===== config.mk =====
export PLATFORM = sky130hd
export DESIGN_NAME = bcd_to_binary_3_digits
export DESIGN_NICKNAME = d
export VERILOG_FILES = /design/src/rtl/bcd_to_binary_3_digits.sv
export SDC_FILE = /design/constraint.sdc
export NUM_CORES = 1
export LEC_CHECK = 0
export CORE_ASPECT_RATIO = 1.1
export CORE_MARGIN = 3
export CORE_UTILIZATION = 45
export CTS_CLUSTER_DIAMETER = 200
export DETAILED_ROUTE_END_ITERATION = 16
export DONT_BUFFER_PORTS = 1
export PLACE_DENSITY = 0.65
export SETUP_SLACK_MARGIN = 0.3
export SKIP_LAST_GASP = 1
export SYNTH_ARGS = -nofsm -noshare
export SYNTH_HDL_FRONTEND = slang
export SYNTH_SLANG_ARGS = --single-unit

===== constraint.sdc =====
create_clock -name clk -period 3 [get_ports clk]
set_input_delay 0.3 -clock clk [delete_from_list [all_inputs] [get_ports clk]]
set_output_delay 0.3 -clock clk [all_outputs]
set_load 0.03 [all_outputs]

===== src/rtl/bcd_to_binary_3_digits.sv =====
// bcd_to_binary_3_digits
// Converts a three-digit BCD value (000..999) to a 10-bit binary value using
// reverse double-dabble: each step shifts the work register right by one, then
// subtracts 3 from every BCD digit field that has reached 8 or more.
// A start/busy/done handshake fronts the converter, with one step per clock.

module bcd_to_binary_3_digits (
    input  logic       clk,
    input  logic       rst_n,
    input  logic       start,
    input  logic [3:0] D2,
    input  logic [3:0] D1,
    input  logic [3:0] D0,
    output logic       busy,
    output logic       done,
    output logic [9:0] bin,
    output logic       error
);

    localparam logic [1:0] S_IDLE  = 2'd0;
    localparam logic [1:0] S_SHIFT = 2'd1;
    localparam logic [1:0] S_DONE  = 2'd2;

    // The last step is the one taken while the counter holds this value
    localparam logic [3:0] LAST_STEP = 4'd9;

    logic [1:0]  r_state;
    logic [21:0] r_work;
    logic [3:0]  r_cnt;
    logic        r_busy;
    logic        r_done;
    logic [9:0]  r_bin;
    logic        r_error;

    logic        w_digitInvalid;
    logic [21:0] w_shifted;
    logic [21:0] w_stepped;

    // Flag a capture request whose digits are not legal BCD
    always_comb begin
        w_digitInvalid = (D2 > 4'd9) || (D1 > 4'd9) || (D0 > 4'd9);
    end

    // One conversion step: shift right, then correct each digit field on its own
    always_comb begin
        w_shifted = r_work >> 1;
        w_stepped = w_shifted;
        if (w_shifted[21:18] >= 4'd8) begin
            w_stepped[21:18] = w_shifted[21:18] - 4'd3;
        end
        if (w_shifted[17:14] >= 4'd8) begin
            w_stepped[17:14] = w_shifted[17:14] - 4'd3;
        end
        if (w_shifted[13:10] >= 4'd8) begin
            w_stepped[13:10] = w_shifted[13:10] - 4'd3;
        end
    end

    // Control FSM plus work register, step counter and registered outputs
    always_ff @(posedge clk or negedge rst_n) begin
        if (!rst_n) begin
            r_state <= S_IDLE;
            r_work  <= 22'd0;
            r_cnt   <= 4'd0;
            r_busy  <= 1'b0;
            r_done  <= 1'b0;
            r_bin   <= 10'd0;
            r_error <= 1'b0;
        end else begin
            case (r_state)
                S_IDLE: begin
                    r_done <= 1'b0;
                    if (start) begin
                        if (w_digitInvalid) begin
                            r_state <= S_DONE;
                            r_done  <= 1'b1;
                            r_bin   <= 10'd0;
                            r_error <= 1'b1;
                        end else begin
                            r_state <= S_SHIFT;
                            r_work  <= {D2, D1, D0, 10'd0};
                            r_cnt   <= 4'd0;
                            r_busy  <= 1'b1;
                        end
                    end
                end
                S_SHIFT: begin
                    r_work <= w_stepped;
                    r_cnt  <= r_cnt + 4'd1;
                    if (r_cnt == LAST_STEP) begin
                        r_state <= S_DONE;
                        r_busy  <= 1'b0;
                        r_done  <= 1'b1;
                        r_bin   <= w_stepped[9:0];
                        r_error <= 1'b0;
                    end
                end
                S_DONE: begin
                    r_state <= S_IDLE;
                    r_done  <= 1'b0;
                end
                default: begin
                    r_state <= S_IDLE;
                    r_busy  <= 1'b0;
                    r_done  <= 1'b0;
                end
            endcase
        end
    end

    assign busy  = r_busy;
    assign done  = r_done;
    assign bin   = r_bin;
    assign error = r_error;

endmodule


---- After elaboration in Yosys (flattened, before gate mapping) ----
Cells that the tools add are included.
W data, S select, Z words.
storage, ports and cells
  register bits after elaboration ......... 41
  bits of input ports ..................... 15
  output and inout bits ................... 13
  logic and storage cells ................. 61
cells by class
  add/subtract/negate cells ............... 4
  order comparisons ....................... 6
  equal/unequal tests ..................... 7
  mux-type cells .......................... 28
  bitwise operators ....................... 1
  reductions and logical operators ........ 8
operator list
  cell                   number
  $mux W22               2
  $pmux W22 S2           1
  $mux W10               3
  $mux W4                5
  $pmux W10 S2           1
  $gt A4 B4 Y1 const B   3
  $ge A4 B4 Y1 const B   2
  $mux W1                8
  $ne A2 B2 Y1 const B   4
  $pmux W4 S2            1
  $reduce_and A4 Y1      2
  $sub A4 B2 Y4 const B  2
  $mux W2                3
  $add A4 B1 Y4 const B  1
  $eq A4 B4 Y1 const B   1
  $ge A3 B4 Y1 const B   1
  $pmux W1 S2            2
  $pmux W2 S2            1
  $sub A3 B2 Y4 const B  1
  $pmux W1 S3            1
  $reduce_and A3 Y1      1
  $eq A2 B1 Y1 const B   1
  $eq A2 B2 Y1 const B   1
  $logic_not A2 Y1       1
  4 further kinds        5

---- Depth between registers and ports, before layout ----
Gate-level depths: netlist of the first run.
  word-level depth ........................ 6
  gate-level depth with buffers ........... 7

---- Worst setup path after synthesis of the first run ----
No wires, ideal clock.
  path type ............................... register to register
  from .................................... register r_cnt[0]
  to ...................................... register r_bin[0], in the netlist bin[0]
  arrival time ............................ 1.305 ns
  required time ........................... 2.914 ns
  slack ................................... 1.609 ns
  cell stages (with the launch flop) ...... 7
  path through ............................ dfrtp_1 ha_1 and3b_1 nand2_1 clkbuf_1 nor2_1 nor3_1
on the way
  longest elaborated chain between the ends .. 3
RTL lines
  what                         RTL line  source
  start, declared              29        logic [3:0] r_cnt;
  start signal, assigned       89        r_cnt <= r_cnt + 4'd1;
  $eq A4 B4 Y1                 90        if (r_cnt == LAST_STEP) begin
  $ne A2 B2 Y1 (no line)       -
  $reduce_and A4 Y1 (no line)  -
  end signal, assigned         94        r_bin <= w_stepped[9:0];
  end, declared                32        logic [9:0] r_bin;
No other way between the ends.
A chain may end at the register's enable or synchronous reset.

---- Worst setup path in the final report of the first run ----
  from .................................... register r_state[0]
  to ...................................... register r_work[13]
on the way
  longest elaborated chain between the ends .. 3
  elaborated cells on any way between the ends .. 7
  classes of those cells .................. eq/ne: 3; mux: 1; reduce/logical: 3
RTL lines
  what                                                                 RTL line  source
  start, declared                                                      27        logic [1:0] r_state;
  start signal, assigned                                               62        r_state <= S_IDLE;
  start signal, assigned                                               75        r_state <= S_DONE;
  start signal, assigned                                               80        r_state <= S_SHIFT;
  $logic_not A2 Y1 / $eq A2 B1 Y1 (equally long branches)              70        case (r_state)
  $ne A2 B2 Y1 (no line) / $reduce_bool A2 Y1 (equally long branches)  -
  $reduce_and A3 Y1 (no line)                                          -
  end signal, assigned                                                 81        r_work <= {D2, D1, D0, 10'd0};
  end signal, assigned                                                 88        r_work <= w_stepped;
  end, declared                                                        28        logic [21:0] r_work;
Parallel ways exist; a longest one is shown, timed or not.

==> run metrics, run 1 <==
status=complete, no violations; Mapped Cells=186; Worst VDD drop=between 0.4 and 0.5 mV; Routed wire per std cell=~15 um; total track usage=15.95%; RSZ-0062 raised after global routing=no; gpl congestion=0.8055; most frequent cells in the layout=40 x dfrtp_1, 28 x nor2_1, 13 x o21ai_0, 12 x nand2_1; row cnt=24; type of the most critical hold path=input pin to flop; TritonCTS Buffers=5; CP Buf/Inv Count=0; largest net degree at the start of global routing=41; Die Width=~68 um; worst-path cell chain=nor2b_1 > a41oi_4 > nor2_1 > o221a_1; syn_nets=between 200 and 250; power density over cell area=~1000 mW/mm^2; vias per cell=5.525; cell count of the worst reg-to-reg path=4; crit path kind=flop to flop; hold path depth=2; worst flop-to-flop path startpoint=r_state[0]; Post-route DRC=0; DR vias=between 1000 and 1500; Synth area leaders=dfrtp_1 53%, nor2_1 5.5%, a22o_1 5.1%, ha_1 3.9%, mux2i_1 3.7%; Total Die Area=around 0.0050 mm^2; 1st-iter DRT viols=67; register area share after synthesis=52.56%; CP required=3.17 ns; clock root buffer=clkbuf_8; CTS tree=built; worst reg2reg endpoint=r_work[13]; Achievable Freq=about 520 MHz; leading cell type in the layout, fill and taps excluded=dfrtp_1; # nets final=207; gr busiest metal=met2; clock latency on the worst-skew pair=0.29 ns; startpoint types=flop; crit path max fanout=34; Setup Skew=0.004126 ns; Yosys top cell area share=52.56%; slew margin rel.=41.60%; maxcap violations=0; Hold Violations, Final=0; slew at the pin closest to its max-slew limit=0.8731 ns; share of layout cells above drive strength 1=about 6.5%; largest delay contributor family on the critical path=compound AO/OA/AOI/OAI gates; remaining global-route overflow=0; port bufs=0; final instance area=0.002018 mm^2; Slew Limit Fails=0; CTS max path bufs=2; Hold Crit Endpoint=r_work[21]; final wirelength=3.589 mm; num ports=28; core area=0.004024 mm^2; CTS clk-pin slew, worst paths=0.07 ns; Avg Cell Area, Syn=10.24 um^2; grt met3 use=3.625%; post-synth cell types=30; GR Util met1=19.94%; M2 GR Usage=25.59%; FF-to-FF setup slack=1.09 ns; biggest area consumer among synthesized cells=dfrtp_1; Layout area overhead=5.979%; total iterations of the first detailed-routing run=4; Data arrival, critical path=2.09 ns; Ant. Diodes=0; clk sinks=40; initial antenna violation count=0; Yosys reg bits=40; Post-Syn Area=between 0.0015 and 0.002 mm^2; DP Area=around 0.0019 mm^2; vias in the first global route=roughly 1400; CTS resizes=0; Leak=0.9215 nW; final setup violation count=0; Setup TNS Final=0 ns; post-DP HPWL=2.506 mm; Initial Utilization=47.33%; Max stage delay cell, worst path=a41oi_4; first-pass GRT wire length=6.072 mm; min-delay src=D2[3]; Die Span Y=approximately 74 um; min Tclk post-route=1.913 ns; H-Tree Depth=2; ANT nets after route=0; Critical Path Max Stage Delay=roughly 0.72 ns; Ys Warns=0; Final period util=63.76%; Worst setup EP type=flop
==> kinds of logic after synthesis <==
| kind of cell | count (synthesis) | synth area share, % |
|---|---|---|
| AO/OA/AOI/OAI | 43 | 15.57 |
| XOR/XNOR | 4 | 1.839 |
| adder cells (fa/ha/maj) | 6 | 3.942 |
| buffers and inverters | 15 | 4.467 |
| flip-flops | 40 | 52.56 |
| multiplexers | 8 | 4.271 |
| AND/OR/NAND/NOR | 70 | 17.35 |
==> metal layers <==
layer  vias to the layer above  part of all wire [%]
li1                        641                     -
met1                       632                    46
met2                        34                    47
met3                         8                   5.2
met4                         0                   2.5
met5                         -                     0
==> layout make-up <==
type	count	area [um^2]
fillers	387	2006
well taps	52	65.06
clock buffers	6	72.57
clock inverters	1	5.005
multi-input cells	131	818.3
flip-flops and latches	40	1001
repair buffers	3	37.54
inverters	5	18.77
==> cell usage after synthesis <==
library cell  instances
a211oi_1              1
a21o_1                1
a21oi_1              10
a22o_1               11
a41oi_4               1
and3b_1               2
buf_2                 5
buf_4                 2
buf_6                 2
clkbuf_1              1
dfrtp_1              40
ha_1                  6
inv_1                 5
mux2_2                1
mux2i_1               7
nand2_1              12
nand2b_1              5
nand3_1               3
nand3b_1              2
nand4_1               1
nor2_1               28
nor2_2                1
nor2b_1               2
nor2b_2               1
nor3_1               11
o21ai_0              13
o21ai_1               4
o221a_1               2
or3_1                 2
xnor2_1               4
==> worst max-delay path by stage <==
stage          startpoint         end  cells past startpoint
2_1_floorplan    r_cnt[0]      bin[0]                      6
3_3_place_gp   r_state[0]  r_work[13]                      4
3_5_place_dp   r_state[0]  r_work[13]                      4
4_1_cts        r_state[0]  r_work[13]                      4
5_1_grt        r_state[0]  r_work[17]                      4
6_report       r_state[0]  r_work[13]                      4
==> through the flow <==
step           setup WS [ns]  util, %  std cells  power (mW)  hold WS, ns
2_1_floorplan          1.609        -        186       1.593     0.004409
3_3_place_gp           1.158    47.48        229       1.663     0.005645
3_5_place_dp           1.088    47.48        229       1.708     0.005427
4_1_cts                1.083    50.16        238       2.056       0.1630
5_1_grt               0.8867    50.16        238       2.197       0.2028
6_report               1.087    50.16        238       2.037       0.1659
==> power breakdown <==
part           switching [mW]  total [mW]  internal, mW
Combinational           0.350       0.657         0.307
Clock                   0.176       0.334         0.158
Sequential              0.304        1.05         0.743
==> what timing repair did <==
action                    CTS  global route
hold endpoints to repair   40             0
setup buffers               0             0
hold buffers                2             0
==> flip-flops by register name (all words and copies together), names as in the netlist <==
register,count
r_state,2
r_work,21
r_cnt,4
bin,10
error,1
busy,1
done,1
==> worst register-to-register path, stage by stage (launching register included) <==
cell and delay (ns):
dfrtp_1 0.49, nor2b_1 0.22, a41oi_4 0.72, nor2_1 0.13
o221a_1 0.25
Note: power is estimated with default switching activity, not from simulation.
==> run 2, diff against run 1 <==
Settings changed: PLACE_DENSITY 0.65 to 0.67.
Clock period 3 ns to 1.6 ns, I/O delays scaled along.
==> run metrics, run 2 (synthesis gave the netlist of run 1 again) <==
max reg flops=21 (unchanged); Initial Utilization=47.33% (unchanged); Final period util=93.54% (+30 points); Hold Violations, Final=0 (unchanged); clock latency on the worst-skew pair=0.29 ns (about the same); H-Tree Depth=2 (unchanged); total iterations of the first detailed-routing run=4 (unchanged); CTS clk-pin slew, worst paths=0.08 ns (about the same); clk sinks=40 (unchanged); total track usage=20.14% (+4.2 points); leading cell type in the layout, fill and taps excluded=dfrtp_1; first-pass GRT wire length=7.610 mm (+25%); Leak=1.153 nW (+25%); startpoint types=flop; CTS max path bufs=2 (unchanged); 1st-iter DRT viols=69 (+3.0%); CTS tree=built; vias in the first global route=1641 (+21%); Layout area overhead=34.03%; Post-route DRC=0 (unchanged); RSZ-0062 raised after global routing=yes; slew margin rel.=67.17% (+26 points); power density over cell area=1873 mW/mm^2 (+86%); Setup Skew=0.009028 ns (+0.004902 ns); Critical Path Max Stage Delay=0.45 ns (-0.27 ns); final wirelength=4.565 mm (+27%); row cnt=24 (unchanged); maxcap violations=0 (unchanged); slew at the pin closest to its max-slew limit=0.4925 ns (-0.3807 ns); min Tclk post-route=1.497 ns (-0.4161 ns); post-DP HPWL=2.932 mm (+17%); share of layout cells above drive strength 1=36.16% (+30 points); Ant. Diodes=0 (unchanged); Max stage delay cell, worst path=dfrtp_2; most frequent cells in the layout=38 x dfrtp_1, 26 x buf_4, 14 x nor2_1, 11 x a22o_1, 11 x nand2_1; ANT nets after route=0 (unchanged); DP Area=0.001997 mm^2 (+4.5%); # nets final=245 (+18%); fillers=326 (-16%); Worst VDD drop=1.017 mV (+140%); gpl congestion=0.8765 (+8.8%); core area=0.004024 mm^2 (unchanged); CP Buf/Inv Count=0 (unchanged); status=complete, no violations; Die Width=68.03 um (unchanged); Data arrival, critical path=1.67 ns (-0.42 ns); Worst setup EP type=flop; CP required=1.78 ns (-1.39 ns); Layout Utilization=63.43% (+13 points); Routed wire per std cell=16.54 um (+9.7%); Slew Limit Fails=0 (unchanged); type of the most critical hold path=input pin to flop; worst-path cell chain=nor2b_4 > nand4_1 > or3_1 > o221a_1; Achievable Freq=668.1 MHz (+28%); clock root buffer=clkbuf_8; crit path kind=flop to flop; remaining global-route overflow=0 (unchanged); Total Die Area=0.005050 mm^2 (unchanged); largest net degree at the start of global routing=41 (unchanged); num ports=28 (unchanged); final setup violation count=0 (unchanged); crit path max fanout=5 (-85%); final instance area=0.002552 mm^2 (+26%); Top reg by flops=r_work; Die Span Y=74.23 um (unchanged); TritonCTS Buffers=5 (unchanged); largest delay contributor family on the critical path=simple AND/OR/NAND/NOR gates; vias per cell=5.486 (-0.72%); port bufs=0 (unchanged); initial antenna violation count=0 (unchanged); Setup TNS Final=0 ns (unchanged); DR vias=1514 (+15%)
[run 2: worst paths after layout]
path                       startpoint    endpoint  slack (ns)  depth (start not counted)
setup / recovery           r_state[1]  r_work[17]        0.10                          4
hold reg to reg            r_work[20]  r_work[20]        0.51                          2
max in group asynchronous       rst_n  r_work[15]        1.06                          2
min in group asynchronous       rst_n  r_work[10]        0.33                          2
hold / removal                  D2[3]  r_work[21]        0.03                          2
setup reg to reg           r_state[1]  r_work[17]        0.10                          4
[run 2: where the power goes]
part           switching [mW]  internal [mW]  leakage (nW)
Clock                   0.337          0.297        0.0410
Sequential              0.583           1.39         0.517
Combinational            1.00           1.17         0.596
Total                    1.92           2.86          1.15
[run 2: per-layer routing]
layer / vias up / wire length (um) / global-route usage [%] / share of wire, %
li1: 725 / - / - / -
met3: 4 / 230 / 6.798 / 5.0
met2: 33 / 2395 / 34.05 / 52
met4: 0 / 50 / 6.402 / 1.1
met1: 752 / 1888 / 24.01 / 41
met5: - / 0 / 0 / 0
[run 2: timing repair]
action | CTS | global route
resized for setup | 37 | 29
hold buffers | 2 | 0
pin swaps | 4 | 9
buffers inserted | 18 | 7
cloned | 3 | 1
hold endpoints to repair | 40 | 0
setup endpoints to repair | 38 | 40
[run 2: cell type report]
type                    instances  area [um^2]  share of cell area (%)
clock buffers                   6        72.57                   2.843
clock inverters                 1        5.005                  0.1961
multi-input cells             133         1026                   40.20
repair buffers                 39        361.6                   14.17
well taps                      52        65.06                   2.549
inverters                       5        18.77                  0.7353
flip-flops and latches         40         1003                   39.31
[run 2: metrics by stage]
stage | hold WS [ns] | worst slack [ns] | instances | power, mW
after global routing | 0.01555 | 0.06715 | 276 | 5.123
after CTS | 0.04156 | 0.1422 | 268 | 4.556
after floorplan | -0.1356 | 0.2575 | 186 | 2.993
final | 0.02611 | 0.1033 | 276 | 4.781
after detailed placement | -0.1345 | 0.1144 | 238 | 3.423
after global placement | -0.1345 | 0.1558 | 238 | 3.278
[run 2: worst register-to-register path, cell delays in order (launching register included)]
cell	delay [ns]
dfrtp_2	0.45
nor2b_4	0.19
nand4_1	0.18
or3_1	0.42
o221a_1	0.13
